[src/rtl/instr_fetch_if.sv]
// Instruction-memory request/acknowledge port between the fetch stage and memory.
interface instr_fetch_if;
  logic        imem_req;
  logic [31:0] imem_addr;
  logic        imem_ack;
  logic [31:0] imem_rdata;

  modport master (
    output imem_req,
    output imem_addr,
    input  imem_ack,
    input  imem_rdata
  );

  modport slave (
    input  imem_req,
    input  imem_addr,
    output imem_ack,
    output imem_rdata
  );
endinterface

[src/rtl/instr_fetch.sv]
// MIPS instruction-fetch stage: holds the PC, fetches one word per instruction and
// computes the next PC from branch/jump/zero.
module instr_fetch #(
  parameter logic [31:0] RESET_PC = 32'h0000_0000,
  parameter int unsigned TIMEOUT  = 16
) (
  input  logic               clk,
  input  logic               rst_n,
  instr_fetch_if.master      imem,
  input  logic               stall,
  input  logic               branch,
  input  logic               jump,
  input  logic               zero,
  input  logic [31:0]        rs_data,
  output logic [31:0]        instr,
  output logic [5:0]         opcode,
  output logic [4:0]         shamt,
  output logic [5:0]         func,
  output logic               instr_valid,
  output logic [31:0]        pc,
  output logic [31:0]        pc_plus4,
  output logic               fetch_err,
  output logic [31:0]        retired
);

  localparam int unsigned CntW = $clog2(TIMEOUT + 1);
  localparam logic [CntW-1:0] WaitMax = CntW'(TIMEOUT - 1);

  typedef enum logic [1:0] {StFetch, StExec, StHalt} state_e;

  state_e          state_q, state_d;
  logic [31:0]     pc_q, instr_q, retired_q;
  logic [CntW-1:0] wait_q;
  logic            err_q;

  logic        ack_fire, timeout, advance;
  logic        is_jr, is_j, taken;
  logic [31:0] br_off, next_pc;

  assign ack_fire = (state_q == StFetch) && imem.imem_ack;
  assign timeout  = (state_q == StFetch) && !imem.imem_ack && (wait_q == WaitMax);
  assign advance  = (state_q == StExec) && !stall;

  // State register
  always_ff @(posedge clk) begin
    if (!rst_n) state_q <= StFetch;
    else        state_q <= state_d;
  end

  // Next-state logic
  always_comb begin
    state_d = state_q;
    case (state_q)
      StFetch: begin
        if (imem.imem_ack)        state_d = StExec;
        else if (wait_q == WaitMax) state_d = StHalt;
      end
      StExec:  if (!stall) state_d = StFetch;
      StHalt:  state_d = StHalt;
      default: state_d = StFetch;
    endcase
  end

  // FSM outputs
  always_comb begin
    imem.imem_req = 1'b0;
    instr_valid   = 1'b0;
    case (state_q)
      StFetch: imem.imem_req = 1'b1;
      StExec:  instr_valid   = 1'b1;
      default: ;
    endcase
  end

  assign imem.imem_addr = pc_q;
  assign pc             = pc_q;
  assign pc_plus4       = pc_q + 32'd4;
  assign instr          = instr_q;
  assign opcode         = instr_q[31:26];
  assign shamt          = instr_q[10:6];
  assign func           = instr_q[5:0];
  assign fetch_err      = err_q;
  assign retired        = retired_q;

  assign is_jr  = jump && (opcode == 6'h00) && (func == 6'h08);
  assign is_j   = jump && ((opcode == 6'h02) || (opcode == 6'h03));
  assign taken  = branch && !jump && zero;
  assign br_off = {{14{instr_q[15]}}, instr_q[15:0], 2'b00};

  always_comb begin
    next_pc = pc_plus4;
    if (is_jr)      next_pc = rs_data & 32'hFFFF_FFFC;
    else if (is_j)  next_pc = {pc_plus4[31:28], instr_q[25:0], 2'b00};
    else if (taken) next_pc = pc_plus4 + br_off;
  end

  always_ff @(posedge clk) begin
    if (!rst_n) begin
      pc_q      <= {RESET_PC[31:2], 2'b00};
      instr_q   <= 32'h0;
      retired_q <= 32'h0;
      wait_q    <= '0;
      err_q     <= 1'b0;
    end else begin
      if (ack_fire) instr_q <= imem.imem_rdata;
      // Counter freezes once the timeout fires; HALT never reads it again.
      if ((state_q == StFetch) && !imem.imem_ack && !timeout) wait_q <= wait_q + 1'b1;
      if (timeout) err_q <= 1'b1;
      if (advance) begin
        pc_q      <= next_pc;
        retired_q <= retired_q + 32'd1;
        wait_q    <= '0;
      end
    end
  end

endmodule
[src/flat_wrapper.sv]
// flat-port wrapper written by rule: the top's interface ports become plain ports
module instr_fetch_flat 
#(
  parameter logic [31:0] RESET_PC = 32'h0000_0000,
  parameter int unsigned TIMEOUT  = 16
)
  (clk, rst_n, stall, branch, jump, zero, rs_data, instr, opcode, shamt, func, instr_valid, pc, pc_plus4, fetch_err, retired, imem_imem_req, imem_imem_addr, imem_imem_ack, imem_imem_rdata);
  instr_fetch_if imem_i ();
  input  logic clk;
  input  logic rst_n;
  input  logic stall;
  input  logic branch;
  input  logic jump;
  input  logic zero;
  input  logic [31:0] rs_data;
  output logic [31:0] instr;
  output logic [5:0] opcode;
  output logic [4:0] shamt;
  output logic [5:0] func;
  output logic instr_valid;
  output logic [31:0] pc;
  output logic [31:0] pc_plus4;
  output logic fetch_err;
  output logic [31:0] retired;
  output wire logic [$bits(imem_i.imem_req)-1:0] imem_imem_req;
  output wire logic [$bits(imem_i.imem_addr)-1:0] imem_imem_addr;
  input wire logic [$bits(imem_i.imem_ack)-1:0] imem_imem_ack;
  input wire logic [$bits(imem_i.imem_rdata)-1:0] imem_imem_rdata;
  assign imem_imem_req = imem_i.imem_req;
  assign imem_imem_addr = imem_i.imem_addr;
  assign imem_i.imem_ack = imem_imem_ack;
  assign imem_i.imem_rdata = imem_imem_rdata;
  instr_fetch #(.RESET_PC(RESET_PC), .TIMEOUT(TIMEOUT)) u_core (.clk(clk), .rst_n(rst_n), .imem(imem_i), .stall(stall), .branch(branch), .jump(jump), .zero(zero), .rs_data(rs_data), .instr(instr), .opcode(opcode), .shamt(shamt), .func(func), .instr_valid(instr_valid), .pc(pc), .pc_plus4(pc_plus4), .fetch_err(fetch_err), .retired(retired));
endmodule
[config.mk]
export PLATFORM = sky130hd
export DESIGN_NAME = instr_fetch_flat
export DESIGN_NICKNAME = d
export VERILOG_FILES = /design/src/rtl/instr_fetch_if.sv /design/src/rtl/instr_fetch.sv /design/src/flat_wrapper.sv
export SDC_FILE = /design/constraint.sdc
export NUM_CORES = 1
export LEC_CHECK = 0
export ABC_AREA = 1
export CORE_ASPECT_RATIO = 1.2
export CORE_UTILIZATION = 25
export CTS_CLUSTER_DIAMETER = 30
export CTS_CLUSTER_SIZE = 28
export DETAILED_ROUTE_END_ITERATION = 16
export HOLD_SLACK_MARGIN = 0.03
export SYNTH_ARGS = -nofsm -noshare
export SYNTH_HDL_FRONTEND = slang
export SYNTH_SLANG_ARGS = --single-unit
export TNS_END_PERCENT = 30
[constraint.sdc]
create_clock -name clk -period 2.99 [get_ports clk]
set_clock_uncertainty 0.15 [all_clocks]
set_input_delay 0.598 -clock clk [delete_from_list [all_inputs] [get_ports clk]]
set_output_delay 0.598 -clock clk [all_outputs]
set_load 0.02 [all_outputs]
# After elaboration in Yosys (flattened, before gate mapping)
# Index checks and enable logic that the tools add are counted.
totals:
  register_bits: 104
  in_bits: 71
op_classes:
  addsub: 4
  n_eq_ne: 8
  muxes: 9
  bitwise_logic: 1
  n_reduce_logical: 19
ops:
  columns: ["cell", "count"]
  rows:
  - ["$mux 32", 3]
  - ["$add 32x1->32 const B", 1]
  - ["$add 32x3->32 const B", 1]
  - ["$add 32x32->32", 1]
  - ["$eq 6x2->1 const B", 2]
  - ["$logic_and 1x1->1", 10]
  - ["$eq 6x4->1 const B", 1]
  - ["$logic_not 6->1", 1]
  - ["$mux 2", 3]
  - ["$pmux 2 s3", 1]
  - ["$add 5x1->5 const B", 1]
  - ["$eq 5x4->1 const B", 1]
  - ["$logic_not 1->1", 4]
  - ["$ne 3x3->1 const B", 1]
  - ["$eq 2x1->1 const B", 1]
  - ["$eq 2x2->1 const B", 1]
  - ["$logic_not 2->1", 1]
  - ["$mux 1", 2]
  - ["$ne 2x2->1 const B", 1]
  - ["$reduce_and 2->1", 1]
  - ["$reduce_or 2->1", 1]
  - ["$logic_or 1x1->1", 1]
  - ["$not 1->1", 1]

# Depth between registers and ports, before layout
depth:
  depth_word: 6
  mapped_depth: 26
  ltp_nobuf: 26

# Least setup slack after synthesis
# OpenSTA, ideal clock, no wires.
synth_path:
  path_kind: "reg-to-reg"
  from: "reg u_core.pc_q[3], in the netlist u_core.imem.imem_addr[3]"
  to: "reg u_core.pc_q[31], in the netlist u_core.imem.imem_addr[31]"
  setup_ns: 0.112
  t_arrival_ns: 3.116
  required_ns: 2.728
  slack_ns: -0.389
  path_stages_with_launch: 24
  synth_period_minus_slack_ns: 3.379
  path_cell_list: "dfxtp_1 ha_1 nand3_1 nor3_1 inv_1 nor2_1 xor2_1 ha_1 nand2_1 inv_1 nand2_1 nand2_1 a21oi_1 inv_1 nand2_1 nand2_1 inv_1 nand2_1 inv_1 nand2_1 nand3_1 nand2_1 nand2_1 nand2_1"
synth_via:
  elab_chain_cells: 5
synth_rtl:
  columns: ["element", "line_no", "rtl"]
  rows:
  - ["from (decl)", "instr_fetch.sv:32", "logic [31:0] pc_q, instr_q, retired_q;"]
  - ["from (signal assigned)", "instr_fetch.sv:99", "pc_q <= {RESET_PC[31:2], 2'b00};"]
  - ["from (signal assigned)", "instr_fetch.sv:110", "pc_q <= next_pc;"]
  - ["$add 32x3->32", "instr_fetch.sv:77", "assign pc_plus4 = pc_q + 32'd4;"]
  - ["named net pc_plus4[18]", "flat_wrapper.sv:22", "output logic [31:0] pc_plus4;"]
  - ["$add 32x32->32", "instr_fetch.sv:94", "else if (taken) next_pc = pc_plus4 + br_off;"]
  - ["$mux 32", "instr_fetch.sv:94", null]
  - ["$mux 32", "instr_fetch.sv:93", "else if (is_j) next_pc = {pc_plus4[31:28], instr_q[25:0], 2'b00};"]
  - ["$mux 32", "instr_fetch.sv:92", "if (is_jr) next_pc = rs_data & 32'hFFFF_FFFC;"]
# The timed path passes the listed nets, and every way through them passes these cells.
# A chain may end at the register's enable or synchronous reset.

# Final worst setup path
layout_path:
  from: "reg u_core.pc_q[7], in the netlist u_core.imem.imem_addr[7]"
  to: "reg u_core.pc_q[27], in the netlist u_core.imem.imem_addr[27]"
layout_via:
  elab_chain_cells: 5
layout_rtl:
  columns: ["element", "line_no"]
  rows:
  - ["$add 32x3->32 (*)", "instr_fetch.sv:77"]
  - ["$add 32x32->32", "instr_fetch.sv:94"]
  - ["$mux 32 (*)", "instr_fetch.sv:94"]
  - ["$mux 32 (*)", "instr_fetch.sv:93"]
  - ["$mux 32 (*)", "instr_fetch.sv:92"]
# Mark *: on every way between the ends. The rest lies on a longest branch, timed or not.

==> impl_results.md <==
- Drt pass-1 iters: 5
- Seq cells post-synth: 102
- Sw frac: 34.5%
- Worst setup SP type: flop
- Largest area contributor in the netlist: dfxtp_1
- P&R area growth vs syn: 68.0%
- Critical Path Sink Type: flop
- Vias in the first global route: 10000
- Final WS setup: -0.156 ns
- N_diodes: 0
- Drt wl/cell: 16.9 microns
- Synth unique cells: 41
- Least-Margin Pin Slew: 0.839 ns
- Number of max-cap violations: 0
- Ys Warns: 0
- Peak VDD IR: 0.227 mV
- Synth top area cells: dfxtp_1 25%, nand2_1 17%, nor2_1 8.1%, inv_1 7.8%, o21ai_0 6.0%
- First-pass GRT wire length: 55300 microns
- Total CTS buffers: 9
- Slew Viols, Final: 0
- Hold buffer count at CTS: 0
- Ys flop type: dfxtp_1
- H-tree depth: 3
- CP Cell Sequence: nand2_2, nor2_4, nand4_1, nor2_2, buf_4, buf_6, xor2_4, inv_2, buf_6, ha_4, nand2_4, inv_1, nand2_1, nand2_2, nand2_2, nand2_2, a21oi_1, nand3_1, nand3_1, nand2_1, nand2_1, nand2_2, nand2_1, nand2_1
- DIE HEIGHT: 201 microns
- Crit-path slowest cell: dfxtp_2
- Fmax: 0.318 GHz
- Failing checks: setup timing
- Post-Syn Area: 0.00824 sq mm
- Grt ovf: 0
- Final GP Congestion: 1.01
- Initial Util: 25.5%
- Critical Path RT: 3.12 ns
- Worst-path clk slew: 0.09 ns
- CTS Sinks: 102
- Clock share of power: 32.9%
- Sequential power share: 38.2%
- Register area share after synthesis: 24.8%
- Clock root buffer: clkbuf_16
- CTS max path bufs: 2
- Hold Path Class: flop to flop
- Worst slew margin: 43.6%
- Vias per cell: 4.73
- Total die area: 0.0337 sq mm
- DR vias: 10300
- Initial antenna violation count: 2
- Tcrit/Tclk final: 105%
- Synth cell count leaders: 377 x nand2_1, 177 x nor2_1, 172 x inv_1, 102 x dfxtp_1, 98 x o21ai_0
- Clk_lat worst skew: 0.37 ns
- Unrepaired setup endpoints after global routing: true
- Die W: 168 microns
- Setup_tns: -1.47 ns
- Number of enable flip-flop cells after synthesis: 0
- Int Power: 0.00254 W
- Tot Pwr: 0.00387 W
- Final worst path period need: 3.15 ns
- Reg2reg path depth: 24
- Overall routing resource usage: 21.4%
- Crit path max-delay family: simple AND/OR/NAND/NOR gates
- Final #Nets: 1874
- Hold Fails Final Rpt: 0
- Placed cell count: 2143
- Fin cells: 2175
- Worst Path Max Fanout: 3
- Comb power frac: 29.0%
- Cell count after synthesis: 1369
- Arrival time of the worst setup path: 3.27 ns
- Post-synth top area share: 24.8%
- Largest net degree at the start of global routing: 44
- FF-to-FF setup slack: -0.16 ns
- Asr flop ratio synth: 0%
- Syn avg cell area: 6.02 sq um
- I/O Pins: 251
- Status: finished, violations left
- Port bufs: 242
- Num rows: 72
- Layout cells sized above 1: 29.0%
- Pre-CTS setup slack: -0.359 ns
- Setup violations, final: 20
- Cells on Worst Hold Path: 2
- Stages on the worst setup path: 24
- Initial drt markers: 607
- Core area: 0.0323 sq mm
- Detail Route Antenna Nets: 0
- Final Core Density: 42.8%
- Delay of the slowest critical-path stage: 0.35 ns
- DRC viols: 0
- Top-count cell post-synth: nand2_1
- WP buf/inv: 5
- Setup CP Type: flop to flop
- DPL Wire Length: 29600 microns
- Lkg Pwr: 6.19 nW
- Drt total wl: 36700 microns
- TritonCTS clock tree: yes
- P_sw: 0.00134 W
- Pwr Density: 280 mW/mm^2
[per-layer routing]
layer / global-route usage [%] / wire (microns) / vias to the layer above
met1: 24.0 / 14400 / 4731
li1: - / - / 5139
met2: 38.2 / 18100 / 329
met3: 4.83 / 2390 / 78
met4: 9.83 / 1740 / 4
met5: 0 / 24 / -
[state kept, by name, indices dropped and copies added (netlist names)]
register and flops:
u_core.instr 32, u_core.imem.imem_addr 30, u_core.retired 32, u_core.state_q 2, u_core.wait_q 5, u_core.fetch_err 1
[layout make-up]
type	instances	area (sq um)
tap	407	509
inverter	175	662
clock inverter	7	93.8
timing repair buffer	461	4110
clock buffer	9	225
sequential	102	2080
fill	3353	18500
multi-input combinational	1014	6170
[layout by cell type, fill, tap and decap left out, types with 13 or more instances in the layout]
cell	Yosys	layout
nand2_1	377	319
clkdlybuf4s50_1	0	215
buf_4	53	214
inv_1	172	152
nor2_1	177	135
o21ai_0	98	84
dfxtp_1	102	84
nand3_1	79	64
nand2_2	2	53
a21oi_1	66	43
nand4_1	30	30
nor2_2	1	27
ha_4	0	22
nor2_4	5	21
nor3_1	29	20
inv_2	1	19
a21oi_2	0	19
nand3_2	0	14
xor2_1	20	13
ha_1	39	13
buf_6	0	13
dfxtp_2	0	13
[power groups by stage]
stage	clock network (W)	logic [W]	registers [W]
6_report	0.00127	0.00112	0.00148
3_5_place_dp	0	0.00102	0.00151
4_1_cts	0.00130	0.00106	0.00148
5_1_grt	0.00136	0.00121	0.00149
2_1_floorplan	0	0.000443	0.00156
3_3_place_gp	0	0.00102	0.00151
[stage by stage]
step / hold slack (ns) / area [sq um]
final: 0.317 / 13800
after global routing: 0.343 / 13800
after CTS: 0.324 / 13100
after detailed placement: 0.306 / 12400
after global placement: 0.291 / 12400
after floorplan: 0.322 / 8400
[worst register-to-register path: stages (launching register included)]
cell and delay, ns:
dfxtp_2 0.35, nand2_2 0.07, nor2_4 0.12, nand4_1 0.21
nor2_2 0.20, buf_4 0.13, buf_6 0.10, xor2_4 0.17
inv_2 0.09, buf_6 0.13, ha_4 0.22, nand2_4 0.10
inv_1 0.05, nand2_1 0.08, nand2_2 0.08, nand2_2 0.10
nand2_2 0.07, a21oi_1 0.15, nand3_1 0.09, nand3_1 0.10
nand2_1 0.05, nand2_1 0.07, nand2_2 0.06, nand2_1 0.08
nand2_1 0.05
[what timing repair did]
item,CTS,global route
setup endpoints to repair,50,44
gates resized for setup,142,200
buffers inserted,7,9
pin swaps,17,71
endpoints found under the hold margin,0,0
[worst paths after layout]
check / from / end
worst min register to register: u_core.fetch_err$_SDFFE_PN0P_ / u_core.fetch_err$_SDFFE_PN0P_
worst min-delay path: u_core.fetch_err$_SDFFE_PN0P_ / u_core.fetch_err$_SDFFE_PN0P_
worst max-delay path: u_core.imem.imem_addr[7]$_SDFFE_PN0P_ / u_core.imem.imem_addr[27]$_SDFFE_PN0P_
worst max register to register: u_core.imem.imem_addr[7]$_SDFFE_PN0P_ / u_core.imem.imem_addr[27]$_SDFFE_PN0P_
[cells by family (layout without fill, tap and decap cells)]
kind of cell	count (synthesis)	after routing	share of synthesized area (%)
other	1	6	0.0455
XOR/XNOR	33	33	3.51
AO/OA/AOI/OAI	198	198	13.0
adder cells (fa/ha/maj)	40	40	6.16
buffers and inverters	258	652	14.2
flip-flops	102	102	24.8
AND/OR/NAND/NOR	737	737	38.4
Note: power is estimated with default switching activity, not from simulation.
==> edit: new RTL, same settings <==
`TIMEOUT` is set to 16 in 2 places; all go to 32.
--- a/src/rtl/instr_fetch.sv
+++ b/src/rtl/instr_fetch.sv
@@ -3,5 +3,5 @@
 module instr_fetch #(
   parameter logic [31:0] RESET_PC = 32'h0000_0000,
-  parameter int unsigned TIMEOUT  = 16
+  parameter int unsigned TIMEOUT  = 32
 ) (
   input  logic               clk,
--- a/src/flat_wrapper.sv
+++ b/src/flat_wrapper.sv
@@ -3,5 +3,5 @@
 #(
   parameter logic [31:0] RESET_PC = 32'h0000_0000,
-  parameter int unsigned TIMEOUT  = 16
+  parameter int unsigned TIMEOUT  = 32
 )
   (clk, rst_n, stall, branch, jump, zero, rs_data, instr, opcode, shamt, func, instr_valid, pc, pc_plus4, fetch_err, retired, imem_imem_req, imem_imem_addr, imem_imem_ack, imem_imem_rdata);
Function: no difference found for any inputs over 4 cycles, from zero or initial values and one cycle with rst_n low; that may be too few to reach the edited logic, so the function may still have changed.
==> edit against the original RTL <==
The run still ends with setup timing left; core utilization about the same; first-iteration DRC count decreased by 4.9%; synthesized area is 0.36% higher; clock power about the same; routed wire length grew 0.45%; setup slack better by 0.12 ns; power grew 0.30%; final area is 0.32% higher; die area is 0.36% higher; sequential share of layout area grew 0.13 points; sequential cell count is 1 higher; largest cell class unchanged.
==> edit: results (changes against the original RTL) <==
[layout]
layout.nonclk_buf_share_pct = 30.3  ; was 29.7%
multi_input_cells = 1010  ; was 1014
inverters = 160  ; was 175
seqCellArea_um2 = 2100  ; was 2080 um^2
clkCellAreaFrac_pct = 2.26  ; was 2.30%
drive_above_1_share_pct = 28.7  ; was 29.0%
nets = 1871  ; was 1874
seq_cells = 103  ; was 102

[yosys]
ys_top_cells_by_count = 386 x nand2_1, 162 x nor2_1, 153 x inv_1  ; was 377 x nand2_1, 177 x nor2_1, 172 x inv_1
synth_fa_ha_area_share_pct = 5.99  ; was 6.16%
ys_seq_area_share_pct = 24.9  ; was 24.8%
ys_types = 51  ; was 41
yosys-top-cells-area = dfxtp_1 25%, nand2_1 18%, nor2_1 7.4%  ; was dfxtp_1 25%, nand2_1 17%, nor2_1 8.1%
synth_compound_area_share_pct = 13.6  ; was 13.0%
netlist_instances = 1352  ; was 1369

[timing]
setup_viol = 6  ; was 20
slew_headroom_pct = 64.6  ; was 43.6%
setup_slack_ns = -0.0391  ; was -0.156 ns

[outcome]
violations = setup timing  ; unchanged
status = finished, violations left  ; unchanged

[setup_path]
critPathMaxStageDelay_ns = 0.37  ; was 0.35 ns
cp-endpoint = u_core.imem.imem_addr[28]$_SDFFE_PN0P_  ; was u_core.imem.imem_addr[27]$_SDFFE_PN0P_
reg2regPathDepth = 20  ; was 24
critical_path.max_fanout = 5  ; was 3
arrival_ns = 3.14  ; was 3.27 ns

[power_and_ir_drop]
clock_power_share_pct = 32.6  ; was 32.9%
power.total_mw = 3.88  ; was 3.87 mW
p_seq_share_pct = 38.4  ; was 38.2%
p_leak_nw = 6.23  ; was 6.19 nW
power.internal_mw = 2.54  ; about the same

[route]
met3_length_mm = 2.39  ; about the same
wl_met2_mm = 18.2  ; was 18.1 mm
drt_wl_total_mm = 36.9  ; was 36.7 mm
routed_via_density = 4.68  ; was 4.73

[placement]
place_hpwl_mm = 29.4  ; was 29.6 mm
place_inst = 2131  ; was 2143
place_congestion = 0.957  ; was 1.01
placed_cell_area_um2 = 12300  ; was 12400 um^2

[global_route]
grtUsageMet1_pct = 23.8  ; was 24.0%
grt_pass1_vias = 9868  ; was 10018
met3_usage_pct = 4.74  ; was 4.83%
grt.total_usage_pct = 21.1  ; was 21.4%

-- edit: changes by cell type after synthesis, moves of 5 or more --
| cell | change |
|---|---|
| nor2_1 | -15 |
| o21ai_1 | +6 |
| nor3_1 | -7 |
| o21bai_1 | -5 |
| nand2_1 | +9 |
| nor2_2 | +9 |
| inv_1 | -19 |
| a21oi_1 | +9 |
| o21ai_0 | -6 |
| xor2_1 | +8 |
| buf_2 | +8 |
| nand4_1 | -8 |
| clkbuf_1 | -9 |
| nand3_1 | -9 |
-- edit: timing repair --
item                                    CTS  global route
setup buffers                            16            11
resized for setup                       180           131
pin swaps                                24            55
endpoints found under the setup margin   48            37
-- edit: worst max-delay path, delay by kind of cell (launching register included) --
kind	cells	cell delay, ns
xor gates and xnor gates	1	0.16
adders and majority gates	2	0.46
buffers and inverters	4	0.41
DFF	1	0.37
and+or+nand+nor	13	1.38
